===== config.mk =====
export PLATFORM = sky130hd
export DESIGN_NAME = vend_ctrl
export DESIGN_NICKNAME = d
export VERILOG_FILES = /design/src/rtl/vend_pkg.sv /design/src/rtl/vend_change_unit.sv /design/src/rtl/vend_ctrl.sv
export SDC_FILE = /design/constraint.sdc
export NUM_CORES = 1
export LEC_CHECK = 0
export ABC_AREA = 1
export BUFFER_PORTS_ARGS = -buffer_cell sky130_fd_sc_hd__buf_2
export CORE_MARGIN = 3
export CORE_UTILIZATION = 62
export DETAILED_ROUTE_END_ITERATION = 10
export PLACE_DENSITY = 0.81
export SLEW_MARGIN = 5
export SYNTH_ARGS = -nofsm -noshare
export SYNTH_HDL_FRONTEND = slang
export SYNTH_SLANG_ARGS = --single-unit

===== constraint.sdc =====
create_clock -name clk -period 7.4 [get_ports clk]
set_input_delay 0.37 -clock clk [delete_from_list [all_inputs] [get_ports clk]]
set_output_delay 0.37 -clock clk [all_outputs]
set_load 0.02 [all_outputs]

===== src/rtl/vend_pkg.sv =====
// Shared types, widths and price lookup for the vending transaction controller.
package vend_pkg;

  localparam int unsigned CREDIT_W = 6;
  localparam int unsigned COIN_W   = 4;

  localparam int unsigned PRICE0_DEF = 5;
  localparam int unsigned PRICE1_DEF = 7;
  localparam int unsigned PRICE2_DEF = 10;
  localparam int unsigned PRICE3_DEF = 12;

  typedef enum logic [1:0] {
    StIdle,
    StCredit,
    StDispense,
    StChange
  } vend_state_e;

  function automatic logic [CREDIT_W-1:0] price_of(input logic [1:0] item,
                                                   input int unsigned p0,
                                                   input int unsigned p1,
                                                   input int unsigned p2,
                                                   input int unsigned p3);
    logic [CREDIT_W-1:0] price;
    price = '0;
    case (item)
      2'd0: price = CREDIT_W'(p0);
      2'd1: price = CREDIT_W'(p1);
      2'd2: price = CREDIT_W'(p2);
      default: price = CREDIT_W'(p3);
    endcase
    return price;
  endfunction

endpackage


===== src/rtl/vend_change_unit.sv =====
// Change beat generator: offers min(credit, COIN_MAX) while active. The beat value is derived
// from the registered credit, so it cannot move until the hopper takes it.
module vend_change_unit
  import vend_pkg::*;
#(
  parameter int unsigned COIN_MAX = 15
) (
  input  logic                active,
  input  logic [CREDIT_W-1:0] credit,
  input  logic                change_ready,
  output logic                change_valid,
  output logic [COIN_W-1:0]   change_value,
  output logic                fire
);

  localparam logic [CREDIT_W-1:0] CoinMaxC = CREDIT_W'(COIN_MAX);

  always_comb begin
    change_valid = active;
    change_value = '0;
    fire         = active && change_ready;
    if (active) begin
      change_value = (credit > CoinMaxC) ? COIN_W'(COIN_MAX) : credit[COIN_W-1:0];
    end
  end

endmodule


===== src/rtl/vend_ctrl.sv =====
// Vending transaction controller: credit accumulation, selection, dispense handshake with
// ack timeout, and change payout.
module vend_ctrl
  import vend_pkg::*;
#(
  parameter int unsigned PRICE0      = PRICE0_DEF,
  parameter int unsigned PRICE1      = PRICE1_DEF,
  parameter int unsigned PRICE2      = PRICE2_DEF,
  parameter int unsigned PRICE3      = PRICE3_DEF,
  parameter int unsigned MAX_CREDIT  = 40,
  parameter int unsigned COIN_MAX    = 15,
  parameter int unsigned ACK_TIMEOUT = 16
) (
  input  logic                clk,
  input  logic                reset,
  input  logic                coin_in,
  input  logic [COIN_W-1:0]   coin_value,
  input  logic                sel_valid,
  input  logic [1:0]          sel_item,
  input  logic                cancel,
  output logic                disp_req,
  output logic [1:0]          disp_item,
  input  logic                disp_ack,
  output logic                change_valid,
  output logic [COIN_W-1:0]   change_value,
  input  logic                change_ready,
  output logic [CREDIT_W-1:0] credit,
  output logic                busy,
  output logic                coin_reject,
  output logic                sel_short,
  output logic                disp_fault
);

  localparam int unsigned SumW = CREDIT_W + 1;
  localparam int unsigned CntW = $clog2(ACK_TIMEOUT + 1);

  vend_state_e         state_q, state_d;
  logic [CREDIT_W-1:0] credit_q, credit_d;
  logic [1:0]          item_q, item_d;
  logic [CntW-1:0]     cnt_q, cnt_d;
  logic                coin_reject_q, coin_reject_d;
  logic                sel_short_q, sel_short_d;
  logic                fault_q, fault_d;

  logic [SumW-1:0]     coin_sum;
  logic                coin_ok, coin_bad;
  logic [CREDIT_W-1:0] coin_add, sel_price, disp_price, credit_after;
  logic                chg_fire;

  // Overflow check is done one bit wider so a wrapping sum is still caught.
  assign coin_sum = {1'b0, credit_q} + SumW'(coin_value);
  assign coin_ok  = coin_in && (coin_value != '0) && (coin_sum <= SumW'(MAX_CREDIT)) &&
                    ((state_q == StIdle) || (state_q == StCredit));
  assign coin_bad = coin_in && (coin_value != '0) && !coin_ok;
  assign coin_add = coin_ok ? CREDIT_W'(coin_value) : '0;

  assign sel_price  = price_of(sel_item, PRICE0, PRICE1, PRICE2, PRICE3);
  assign disp_price = price_of(item_q, PRICE0, PRICE1, PRICE2, PRICE3);

  vend_change_unit #(
    .COIN_MAX(COIN_MAX)
  ) u_change (
    .active      (state_q == StChange),
    .credit      (credit_q),
    .change_ready(change_ready),
    .change_valid(change_valid),
    .change_value(change_value),
    .fire        (chg_fire)
  );

  assign credit_after = credit_q - CREDIT_W'(change_value);

  always_comb begin
    state_d       = state_q;
    credit_d      = credit_q;
    item_d        = item_q;
    cnt_d         = cnt_q;
    coin_reject_d = coin_bad;
    sel_short_d   = 1'b0;
    fault_d       = 1'b0;
    unique case (state_q)
      StIdle: begin
        credit_d = credit_q + coin_add;
        if (coin_ok) state_d = StCredit;
        if (sel_valid) sel_short_d = 1'b1;
      end
      StCredit: begin
        credit_d = credit_q + coin_add;
        if (cancel) begin
          state_d = StChange;
        end else if (sel_valid) begin
          // Price is judged against the credit held before any same-cycle coin.
          if (credit_q >= sel_price) begin
            credit_d = credit_q - sel_price + coin_add;
            item_d   = sel_item;
            cnt_d    = '0;
            state_d  = StDispense;
          end else begin
            sel_short_d = 1'b1;
          end
        end
      end
      StDispense: begin
        if (disp_ack) begin
          cnt_d   = '0;
          state_d = (credit_q != '0) ? StChange : StIdle;
        end else if (cnt_q == CntW'(ACK_TIMEOUT - 1)) begin
          cnt_d    = '0;
          fault_d  = 1'b1;
          credit_d = credit_q + disp_price;
          state_d  = StChange;
        end else begin
          cnt_d = cnt_q + 1'b1;
        end
      end
      StChange: begin
        if (chg_fire) begin
          credit_d = credit_after;
          if (credit_after == '0) state_d = StIdle;
        end
      end
      default: state_d = StIdle;
    endcase
  end

  always_ff @(posedge clk or negedge reset) begin
    if (!reset) begin
      state_q       <= StIdle;
      credit_q      <= '0;
      item_q        <= '0;
      cnt_q         <= '0;
      coin_reject_q <= 1'b0;
      sel_short_q   <= 1'b0;
      fault_q       <= 1'b0;
    end else begin
      state_q       <= state_d;
      credit_q      <= credit_d;
      item_q        <= item_d;
      cnt_q         <= cnt_d;
      coin_reject_q <= coin_reject_d;
      sel_short_q   <= sel_short_d;
      fault_q       <= fault_d;
    end
  end

  assign disp_req    = (state_q == StDispense);
  assign disp_item   = item_q;
  assign credit      = credit_q;
  assign busy        = (state_q == StDispense) || (state_q == StChange);
  assign coin_reject = coin_reject_q;
  assign sel_short   = sel_short_q;
  assign disp_fault  = fault_q;

endmodule


; ---- Yosys cells after proc, flatten, opt, wreduce, memory -nomap -nowiden
; Cells that the tools add are included.
[totals]
latch_bits = 0
mem_bits_ro = 0
ram_bits = 0
n_memories = 0
reg_bits = 18
output_inout_bits = 18
wordCells = 92
[classes]
n_eq_ne = 19
bitwise = 1
add_sub_neg = 7
div = 0
reduce_logical = 19
muxes = 36
magnitude_cmp = 3
shift = 0
mul = 0
[ops]
columns = op, n
row1 = 6-bit 2-to-1 mux, 6
row2 = 5-bit 2-to-1 mux, 5
row3 = 4-bit one-hot mux with 3 select lines, 2
row4 = 6-bit one-hot mux with 4 select lines, 1
row5 = 2-bit 2-to-1 mux, 9
row6 = 6-bit by 4-bit adder with 6-bit output, 2
row7 = 4-bit 2-to-1 mux, 3
row8 = 2-bit != test (second input constant), 6
row9 = 5-bit one-hot mux with 2 select lines, 1
row10 = 2-bit equality test (second input constant), 4
row11 = 2-bit one-hot mux with 4 select lines, 1
row12 = 4-bit AND reduction, 2
row13 = 6-bit by 4-bit adder with 7-bit output, 1
row14 = 7-bit by 6-bit <= comparator with 1-bit output (second input constant), 1
row15 = 1-bit 2-to-1 mux, 7
row16 = 6-bit adder, 1
row17 = 2-bit by 1-bit equality test with 1-bit output (second input constant), 3
row18 = 6-bit greater-or-equal comparator, 1
row19 = 6-bit by 4-bit greater-than comparator with 1-bit output (second input constant), 1
row20 = 2-bit zero test, 3
row21 = 6-bit zero test, 1
row22 = 6-bit AND reduction, 1
row23 = 6-bit nonzero test, 1
row24 = 6-bit by 4-bit subtractor with 6-bit output, 1
row25 = 15 further kinds, 21

; ---- Longest topological paths before layout
; Gate-level depths: netlist of the first run.
[depth]
ltp_word = 10
mapped_depth = 23
mapped_depth_nobuf = 23

; ---- Cells and area by module
; Synthesis of the first run repeated with hierarchy kept, for this count alone.
[unflattened]
cells_unflattened = 391
area_unflattened_um2 = 2677.6
[modules_own_cells]
columns = mod, instances, cells_per_inst, area_each_um2
row1 = vend_ctrl, 1, 378, 2617.5
row2 = vend_change_unit, 1, 13, 60.1

; ---- Least setup slack after synthesis of the first run
; OpenSTA, ideal clock, no wires.
[synth_timing]
path_type = register -> register
start = register credit_q[2], in the netlist credit[2]
end = register credit_q[5], in the netlist credit[5]
path_slack_ns = 3.697
stages_incl_launch_ff = 24
arrival_ns = 3.585
path_cell_list = dfrtp_1 > ha_1 > nand2_1 > inv_1 > o21ai_0 > nand3_1 > nand2_1 > nand2_1 > nand2_1 > nand2_1 > nor2_1 > inv_1 > nor2_1 > fa_1 > ha_1 > nand2_1 > nand2_1 > nand2_1 > nand3_1 > xor2_1 > nor2_1 > nor2_1 > nand2_1 > o21a_1
[synth_via]
elab_chain_len = 10
word_cells_on_any_way = 21
classes_between = 6 x add/sub / 3 x order compare / 10 x mux / 2 x reduce/logical
[synth_rtl]
columns = element, line
row1 = "start, declared", vend_ctrl.sv:38  ; logic [CREDIT_W-1:0] credit_q, credit_d;
row2 = "start signal, assigned", vend_ctrl.sv:137  ; credit_q <= credit_d;
row3 = 6-bit by 4-bit adder with 7-bit output, vend_ctrl.sv:51  ; assign coin_sum = {1'b0, credit_q} + SumW'(coin_value);
row4 = 7-bit by 6-bit <= comparator with 1-bit output, vend_ctrl.sv:52  ; assign coin_ok = coin_in && (coin_value != '0) && (coin_sum <= SumW'(MAX_CREDIT)) &&
row5 = 1-bit logical AND (2 in a row), vend_ctrl.sv:52
row6 = 4-bit 2-to-1 mux, vend_ctrl.sv:55  ; assign coin_add = coin_ok ? CREDIT_W'(coin_value) : '0;
row7 = "6-bit by 4-bit adder with 6-bit output, on equally long branches", "vend_ctrl.sv:83, vend_ctrl.sv:88, vend_ctrl.sv:94"
row8 = 6-bit 2-to-1 mux, vend_ctrl.sv:93  ; if (credit_q >= sel_price) begin
row9 = 6-bit 2-to-1 mux, vend_ctrl.sv:91  ; end else if (sel_valid) begin
row10 = 6-bit 2-to-1 mux, vend_ctrl.sv:89  ; if (cancel) begin
row11 = 6-bit one-hot mux with 4 select lines *, vend_ctrl.sv:81  ; unique case (state_q)
; Every way passes the cells marked *; elsewhere a longest branch is shown, timed or not. The select of a mux whose other input is x is not followed.
; A chain may end at the register's enable or synchronous reset.

; ---- Worst setup path after layout of the first run
; Same ends and word-level chain as after synthesis.

==> run summary, run 1 <==
The flow ran to the end, and the final reports show no timing, DRC or antenna violations. The residual overflow from global routing is 0. The library cells used most frequently in the layout, excluding fill and tap cells, are 79 x sky130_fd_sc_hd__nand2_1, 61 x sky130_fd_sc_hd__inv_1, 37 x sky130_fd_sc_hd__ha_1. The number of buffers added for setup after CTS is 0.

The Yosys warning count is 0. The area of the die is 5030 um^2. The worst flop-to-flop path startpoint is credit[2]. The met1 layer usage reported by global route came out at 36.3%. The floorplan row count is 22. The number of max-slew violations in the final report came out at 0. For this run, global-route usage on met2 was measured as 47.4%. The number of buffers added on ports is 30.

The share of async-settable or async-resettable flops after synthesis came out at 100%. The later pin in the worst-skew pair is clocked with a latency of 0.26 ns. The critical path is of the flip-flop to flip-flop type.

The global routing met3 resource utilization came out at about 4.5%. The count of flip-flops with a built-in enable after synthesis is 0. Setup repair after global routing left no endpoint under its margin. The H-tree level count came out at 1. The mean number of vias per cell is 5.61. The data arrival time of the critical path is 4.27 ns. In the synthesized netlist, the number of instances is 369.

The number of buffers inserted during clock tree synthesis came out at 3. The initial core utilization came out at 67.8%. The number of filler cells placed in the layout came out at 341. At the end of the flow, the number of nets in the layout was ~460. The initial antenna violation count was 0.

Across the VDD grid, the largest voltage drop is 0.264 mV. The final route contains 2508 vias. The worst setup path is launched from a flip-flop. The die boundary height came out at 70.9 um. The maximum number of pins on one net before global-route repair is 19. Power spread over the standard cell area amounts to approximately 500 nW/um^2. The classification of the worst-slack hold path is input port to asynchronous set/reset pin. In this run the deepest clock path goes through 2 buffers. The placeable core region is 3850 um^2.

The slack of the worst reg-to-reg path is 3.30 ns. The remaining design rule violation count came out at 0. The total wire length is 6540 um. The number of I/O pins came out at 31.

The worst register-to-register path has a depth of 23. Counting every sink on the clock net gives 18. The largest total area in the synthesized netlist belongs to sky130_fd_sc_hd__ha_1. Sorting the synthesized cells by area gives the leading types as sky130_fd_sc_hd__ha_1 18%, sky130_fd_sc_hd__dfrtp_1 17%, sky130_fd_sc_hd__nand2_1 11%.

In this run the worst setup path begins at credit[2]. The fraction of synthesized cell area taken by the top area cell type is around 18%. The final count of hold timing violations is 0. The endpoint class of the critical path is a flip-flop. The synthesized flop and latch total is 18.

The highest clock rate is 0.244 GHz. The wire length of the first global-routing pass is 11200 um. The root buffer cell is sky130_fd_sc_hd__clkbuf_8. The average wire length per cell after detail routing is 14.6 um. The final cycle utilization of the critical path is 55.5%. The mean instance size in the synthesized netlist is 7.08 um^2. The measured slew at the worst slew-check pin is 0.853 ns.

The detail route stage leaves a number of antenna-violating nets equal to 0. The number of setup violations in the final report is 0. The antenna diode instance count came out at 0. The clock-pin slew reported for the worst setup and hold paths after clock tree synthesis came out at 0.08 ns.

In this run the most used layer during global routing was met2. The standby leakage power is about 0.0016 uW. The worst-case headroom to the max-slew limit came out at a little over two fifths. The floorplan die width came out at 70.9 um. The portion of the post-synthesis area used by sequential elements came out at between 15 and 20%. The number of DRC markers after the initial detailed-route iteration is 172. The flip-flop cell with the highest count after synthesis is sky130_fd_sc_hd__dfrtp_1. The netlist area before placement came out at roughly 2600 um^2.

The length of the first detailed-routing pass in iterations came out at 4. The worst-case hold slack is 0.0430 ns. For this design, the CTS-stage hold fixing added 0 buffers. The final critical path time including I/O delays and setup came out at 4.10 ns. The most frequent standard cell in the layout excluding fill and tap cells is sky130_fd_sc_hd__nand2_1. The number of global-route vias before repair came out at 2418. The worst register-to-register path ends at credit[5]. The signed area change from the synthesized netlist to the final layout is 8.91%.

For this run, the total global-route usage over all layers was measured as between 20% and 30%. The total nets after synthesis is 426. The post-detailed-placement half-perimeter wirelength came out at 5270 um. On the final layout, the worst clock skew is 0.0100 ns. TritonCTS built the clock tree. Across the run, the number of max-cap violations was 0. The largest fanout of any net on the critical path came out at 11. The distinct cell type count after synthesis came out at 43. Once the clock tree was built, the resizer swapped 0 gates to a different size. At the end of routability-driven placement, the weighted congestion stood at 0.947. The final setup TNS came out at 0 ns. The required time at the worst-slack endpoint came out at 7.56 ns. The layout cell share with drive strength beyond 1 is approximately 16%.
==> flip-flops by register name (all words and copies together) (netlist names) <==
name / cells
sel_short: 1
state_q: 2
coin_reject: 1
credit: 6
disp_item: 2
cnt_q: 5
disp_fault: 1
==> layer usage <==
metal | wire, um | share of wire (%)
met1 | 2810 | 43
met2 | 3160 | 48
met3 | 522 | 8.0
met4 | 57 | 0.87
met5 | 0 | 0
==> critical path, cell delays in order (launching register included) <==
cell and delay, ns:
sky130_fd_sc_hd__dfrtp_1 0.75, sky130_fd_sc_hd__ha_1 0.42, sky130_fd_sc_hd__nand2_1 0.09, sky130_fd_sc_hd__inv_1 0.05, sky130_fd_sc_hd__o21ai_0 0.22, sky130_fd_sc_hd__nand3_1 0.11, sky130_fd_sc_hd__nand2_1 0.07, sky130_fd_sc_hd__nand2_1 0.05
sky130_fd_sc_hd__nand2_1 0.06, sky130_fd_sc_hd__nand2_1 0.06, sky130_fd_sc_hd__nor2_1 0.18, sky130_fd_sc_hd__inv_1 0.08, sky130_fd_sc_hd__nor2_1 0.22, sky130_fd_sc_hd__fa_1 0.47, sky130_fd_sc_hd__ha_1 0.38, sky130_fd_sc_hd__nand2_1 0.08
sky130_fd_sc_hd__nand2_1 0.08, sky130_fd_sc_hd__nand2_1 0.05, sky130_fd_sc_hd__nand3_1 0.09, sky130_fd_sc_hd__xor2_1 0.14, sky130_fd_sc_hd__nor2_1 0.05, sky130_fd_sc_hd__nor2_1 0.10, sky130_fd_sc_hd__nand2_1 0.06, sky130_fd_sc_hd__o21a_1 0.16
==> kinds of logic after synthesis <==
family / after synthesis / share of synthesized area, %
flops: 18 / 17.2
compound gates: 53 / 12.5
fa+ha+maj: 44 / 23.1
buf+inv: 67 / 10.5
xor+xnor: 9 / 3.02
simple gates: 178 / 33.7
==> layout make-up <==
type / instances / area (um^2) / share of cell area, %
multi-input combinational: 284 / 1890 / 66.3
tap: 48 / 60.1 / 2.11
sequential: 18 / 450 / 15.8
clock buffer: 4 / 55.1 / 1.94
timing repair buffer: 30 / 150 / 5.28
inverter: 63 / 241 / 8.49
==> cell usage after synthesis (2+ instances only) <==
| cell type | number |
|---|---|
| sky130_fd_sc_hd__o21ai_0 | 10 |
| sky130_fd_sc_hd__o21bai_1 | 2 |
| sky130_fd_sc_hd__nand3_2 | 7 |
| sky130_fd_sc_hd__o21ai_1 | 3 |
| sky130_fd_sc_hd__nand2_4 | 2 |
| sky130_fd_sc_hd__fa_1 | 7 |
| sky130_fd_sc_hd__ha_1 | 37 |
| sky130_fd_sc_hd__nand3_1 | 24 |
| sky130_fd_sc_hd__a22o_1 | 2 |
| sky130_fd_sc_hd__nand3_4 | 2 |
| sky130_fd_sc_hd__a21oi_1 | 18 |
| sky130_fd_sc_hd__nand2_1 | 79 |
| sky130_fd_sc_hd__nor2_1 | 36 |
| sky130_fd_sc_hd__nand2_2 | 4 |
| sky130_fd_sc_hd__xnor2_1 | 2 |
| sky130_fd_sc_hd__xor2_1 | 7 |
| sky130_fd_sc_hd__or2_2 | 4 |
| sky130_fd_sc_hd__o31ai_1 | 4 |
| sky130_fd_sc_hd__nand4_1 | 10 |
| sky130_fd_sc_hd__o21a_1 | 3 |
| sky130_fd_sc_hd__nor2_2 | 3 |
| sky130_fd_sc_hd__inv_1 | 61 |
| sky130_fd_sc_hd__dfrtp_1 | 18 |
| sky130_fd_sc_hd__o211ai_1 | 5 |
==> power breakdown <==
group / switching, uW / internal, uW / total [uW]
sequential: 93.4 / 138 / 232
combinational: 687 / 418 / 1100
clock: 37.3 / 47.4 / 84.7
==> stage by stage <==
step	util [%]	std cells	power (uW)	setup slack, ns	cell area (um^2)
after floorplan	-	369	1060	3.70	2610
after global placement	72.4	443	1280	3.54	2790
after detailed placement	72.4	443	1320	3.34	2790
after CTS	73.8	447	1410	3.33	2840
after global routing	73.8	447	1580	2.83	2840
final	73.8	447	1420	3.30	2840
==> worst max path at each step <==
stage / cells after the start / slack [ns] / end
after floorplan: 23 / 3.70 / credit[5]
after global placement: 23 / 3.54 / credit[5]
after detailed placement: 23 / 3.34 / credit[5]
after CTS: 23 / 3.33 / credit[5]
after global routing: 23 / 2.83 / credit[5]
final: 23 / 3.30 / credit[5]
Note: power is estimated with default switching activity, not from simulation.
==> inputs of run 2 (changes only) <==
- CORE_UTILIZATION: 62 -> 54
- PLACE_DENSITY: 0.81 -> 0.75
- clock period: 7.4 -> 3.7 ns (I/O delays scaled with it)
==> run 2 against run 1 <==
Compared with the run above:
- maximum frequency rose by 16%
- largest power group unchanged
- critical endpoint unchanged
- via count rose by 2.0%
- largest cell class unchanged
- first-iteration DRC count fell by 44%
- clock skew fell by 0.0089 ns
- sequential power rose by 70%
- sequential share of layout area fell by 0.87 points
- die area rose by 14%
- worst hold slack improved by 0.13 ns
- core utilization fell by 6.8 points
- critical path depth fell by 1
- combinational power rose by 130%
- non-clock buffer count rose by 12
==> run summary, run 2 (synthesized netlist as in run 1, its figures left out) <==
The kind of cell adding the most delay to the critical path is adder cells. The mean number of vias per cell is 5.53 (-1.5%). The weighted congestion at the end of routability-driven global placement is 0.908 (-4.1%). In the layout the commonest cells are 77 x sky130_fd_sc_hd__nand2_1, 59 x sky130_fd_sc_hd__inv_1, 34 x sky130_fd_sc_hd__ha_1.

The largest fanout of any net on the critical path was 4 (-7). The placeable core region came out at 4500 um^2 (+17%). The initial antenna violation count is 0 (unchanged).

The floorplan row count is 24 (+9.1%). The maximum number of pins on one net before global-route repair is 19 (unchanged). The classification of the worst-slack hold path is input port to flip-flop. Leaving out fill and tap cells, the most frequent cell in the layout is sky130_fd_sc_hd__nand2_1.

The die boundary height came out at 75.5 um (+6.6%). The final cycle utilization of the critical path came out at 95.3% (+40 points). The worst hold path begins at disp_ack. The area of the die was 5710 um^2 (+14%). The length of the first detailed-routing pass in iterations is 4 (unchanged). The buffers plus inverters on the worst setup path is 2 (unchanged).

The final critical path time including I/O delays and setup came to 3.52 ns (-0.579 ns). The remaining design rule violation count came out at 0 (unchanged). The final setup TNS came out at 0 ns (unchanged). The signed area change from the synthesized netlist to the final layout came out at 15.6%. The longest individual stage delay on the worst path came out at 0.44 ns (-0.31 ns). The average wire length per cell after detail routing came out at 14.6 um (about the same). The length in cells of the worst reg-to-reg path is 22 (-4.3%). The number of nets at the end of the flow is 469 (+2.6%). The maximum vdd drop came out at 0.435 mV (+65%). The largest clock skew in the final design is 0.00115 ns (-0.00886 ns).

The critical path goes through ha_4, fa_2, nor2_1, nand2_1, nand3_1, o21ai_1, nand2_1, nand2_2, nor2_4, inv_4, nor2_4, fa_1, ha_4, nand2_1, inv_2, nand4_1, nand3_2, xor2_1, nor2_1, nor2_1, nand2_1, o21a_1. The clock-pin slew reported for the worst setup and hold paths after clock tree synthesis is 0.08 ns (about the same). The number of buffers inserted during clock tree synthesis came out at 3 (unchanged). The initial core utilization came to 58.0% (-9.8 points). The post-detailed-placement half-perimeter wirelength came out at 5460 um (+3.6%). The destination of the worst register-to-register timing path is credit[5]. The count of vias placed by the detailed router came out at 2559 (+2.0%). By instance count, the cell type seen most on the critical path is sky130_fd_sc_hd__nand2_1. The max-cap check violation count is 0 (unchanged). The remaining number of nets flagged by the antenna check after routing came out at 0 (unchanged). The worst setup path is of the flip-flop to flip-flop kind. The number of I/O pins is 31 (unchanged). On the critical path, the stage with the largest delay is an instance of sky130_fd_sc_hd__fa_1. The number of global-route vias before repair is 2458 (+1.7%). The H-tree level count is 1 (unchanged). The antenna diode instance count is 0 (unchanged). The highest clock rate came to 0.284 GHz (+16%). The power density over the cells is 1010 nW/um^2 (+100%). The root buffer cell is sky130_fd_sc_hd__clkbuf_8. The number of buffers added on ports is 30 (unchanged). The hold path endpoint is cnt_q[3]. The number of buffers on the longest clock path is 2 (unchanged).

The layout cell share with drive strength beyond 1 is 20.9% (+5.4 points). The clock tree from TritonCTS is yes. The global-route total usage across every layer is 25.4% (-1.9 points).

The number of flip-flops in the largest register was 6 (unchanged). The latest clock arrival within the worst-skew pair is 0.27 ns (about the same). The worst-case hold slack came to 0.169 ns (+0.126 ns). The number of clock sinks came out at 18 (unchanged). The wire length of the first global-routing pass came out at 11100 um (-0.74%). The floorplan die width is 75.5 um (+6.6%). The data arrival time of the critical path is 3.69 ns (-0.58 ns).

The measured slew at the worst slew-check pin came out at 0.468 ns (-0.385 ns). The slack of the worst reg-to-reg path came out at 0.18 ns (-3.12 ns). The residual overflow from global routing is 0 (unchanged). The nature of the critical path startpoint is a flip-flop.

STA classifies the critical path endpoint as a flip-flop. The flow ran to the end, and the final reports show no timing, DRC or antenna violations. The number of max-slew violations in the final report came out at 0 (unchanged). The standby leakage power is 0.00168 uW (+3.7%).

The final count of hold timing violations came out at 0 (unchanged). The number of setup violations in the final report came out at 0 (unchanged). The total wire length came out at 6770 um (+3.5%). The startpoint identified for the worst register-to-register timing path is credit[0]. The number of DRC markers after the initial detailed-route iteration is 96 (-44%). The worst hold path was traced through 2 stages.

The worst-case headroom to the max-slew limit is 68.8% (+26 points). The required time at the worst-slack endpoint came out at 3.86 ns (-3.70 ns). The worst setup path startpoint is credit[0].
==> run 2: cell count changes in the layout (fill, tap and decap cells not counted), sizes merged <==
cell / before / now
buf: 30 / 41
dlygate4sd3: 0 / 1
==> run 2: per-stage QoR <==
| stage | cells | area, um^2 | setup slack [ns] | total power (uW) | utilization [%] |
|---|---|---|---|---|---|
| after CTS | 460 | 2930 | 0.0163 | 2900 | 65.0 |
| after floorplan | 369 | 2610 | 0.0895 | 2130 | - |
| final | 463 | 3020 | 0.175 | 3060 | 67.0 |
| after global placement | 455 | 2860 | 0.0672 | 2660 | 63.4 |
| after global routing | 463 | 3020 | -0.0584 | 3390 | 67.0 |
| after detailed placement | 455 | 2860 | -0.0847 | 2720 | 63.4 |
==> run 2: what timing repair did <==
item,in CTS,in global routing
gates cloned,0,0
hold endpoints to repair,18,0
endpoints found under the setup margin,2,3
gates resized for setup,3,16
setup buffers,0,3
hold buffers,1,0
pin swaps,0,8
==> run 2: cell type report <==
type,count,area [um^2]
multi-input cells,284,1960
repair buffers,42,243
clock buffers,4,55.1
fillers,425,1490
flip-flops and latches,18,452
well taps,52,65.1
inverters,63,244
==> run 2: how the worst max path moves through the flow <==
stage	end	slack (ns)	cells past startpoint
finish	credit[5]	0.18	22
floorplan	credit[5]	0.09	22
CTS	credit[5]	0.02	22
global placement	credit[5]	0.07	22
detailed placement	credit[5]	-0.08	22
global route	credit[5]	-0.06	22
==> run 2: power breakdown <==
group | leakage [uW] | internal (uW) | switching, uW
clock network | 0.0000288 | 95.0 | 80.6
logic | 0.00142 | 980 | 1510
registers | 0.000227 | 279 | 116
total | 0.00168 | 1350 | 1700
==> run 2: layer usage <==
metal / share of wire, % / GRT usage, % / wire length [um] / up-vias
li1: - / - / - / 1289
met1: 44 / 32.9 / 2990 / 1190
met2: 49 / 44.3 / 3330 / 63
met3: 4.6 / 3.83 / 310 / 17
met4: 2.0 / 6.60 / 138 / 0
met5: 0 / 0 / 0 / -
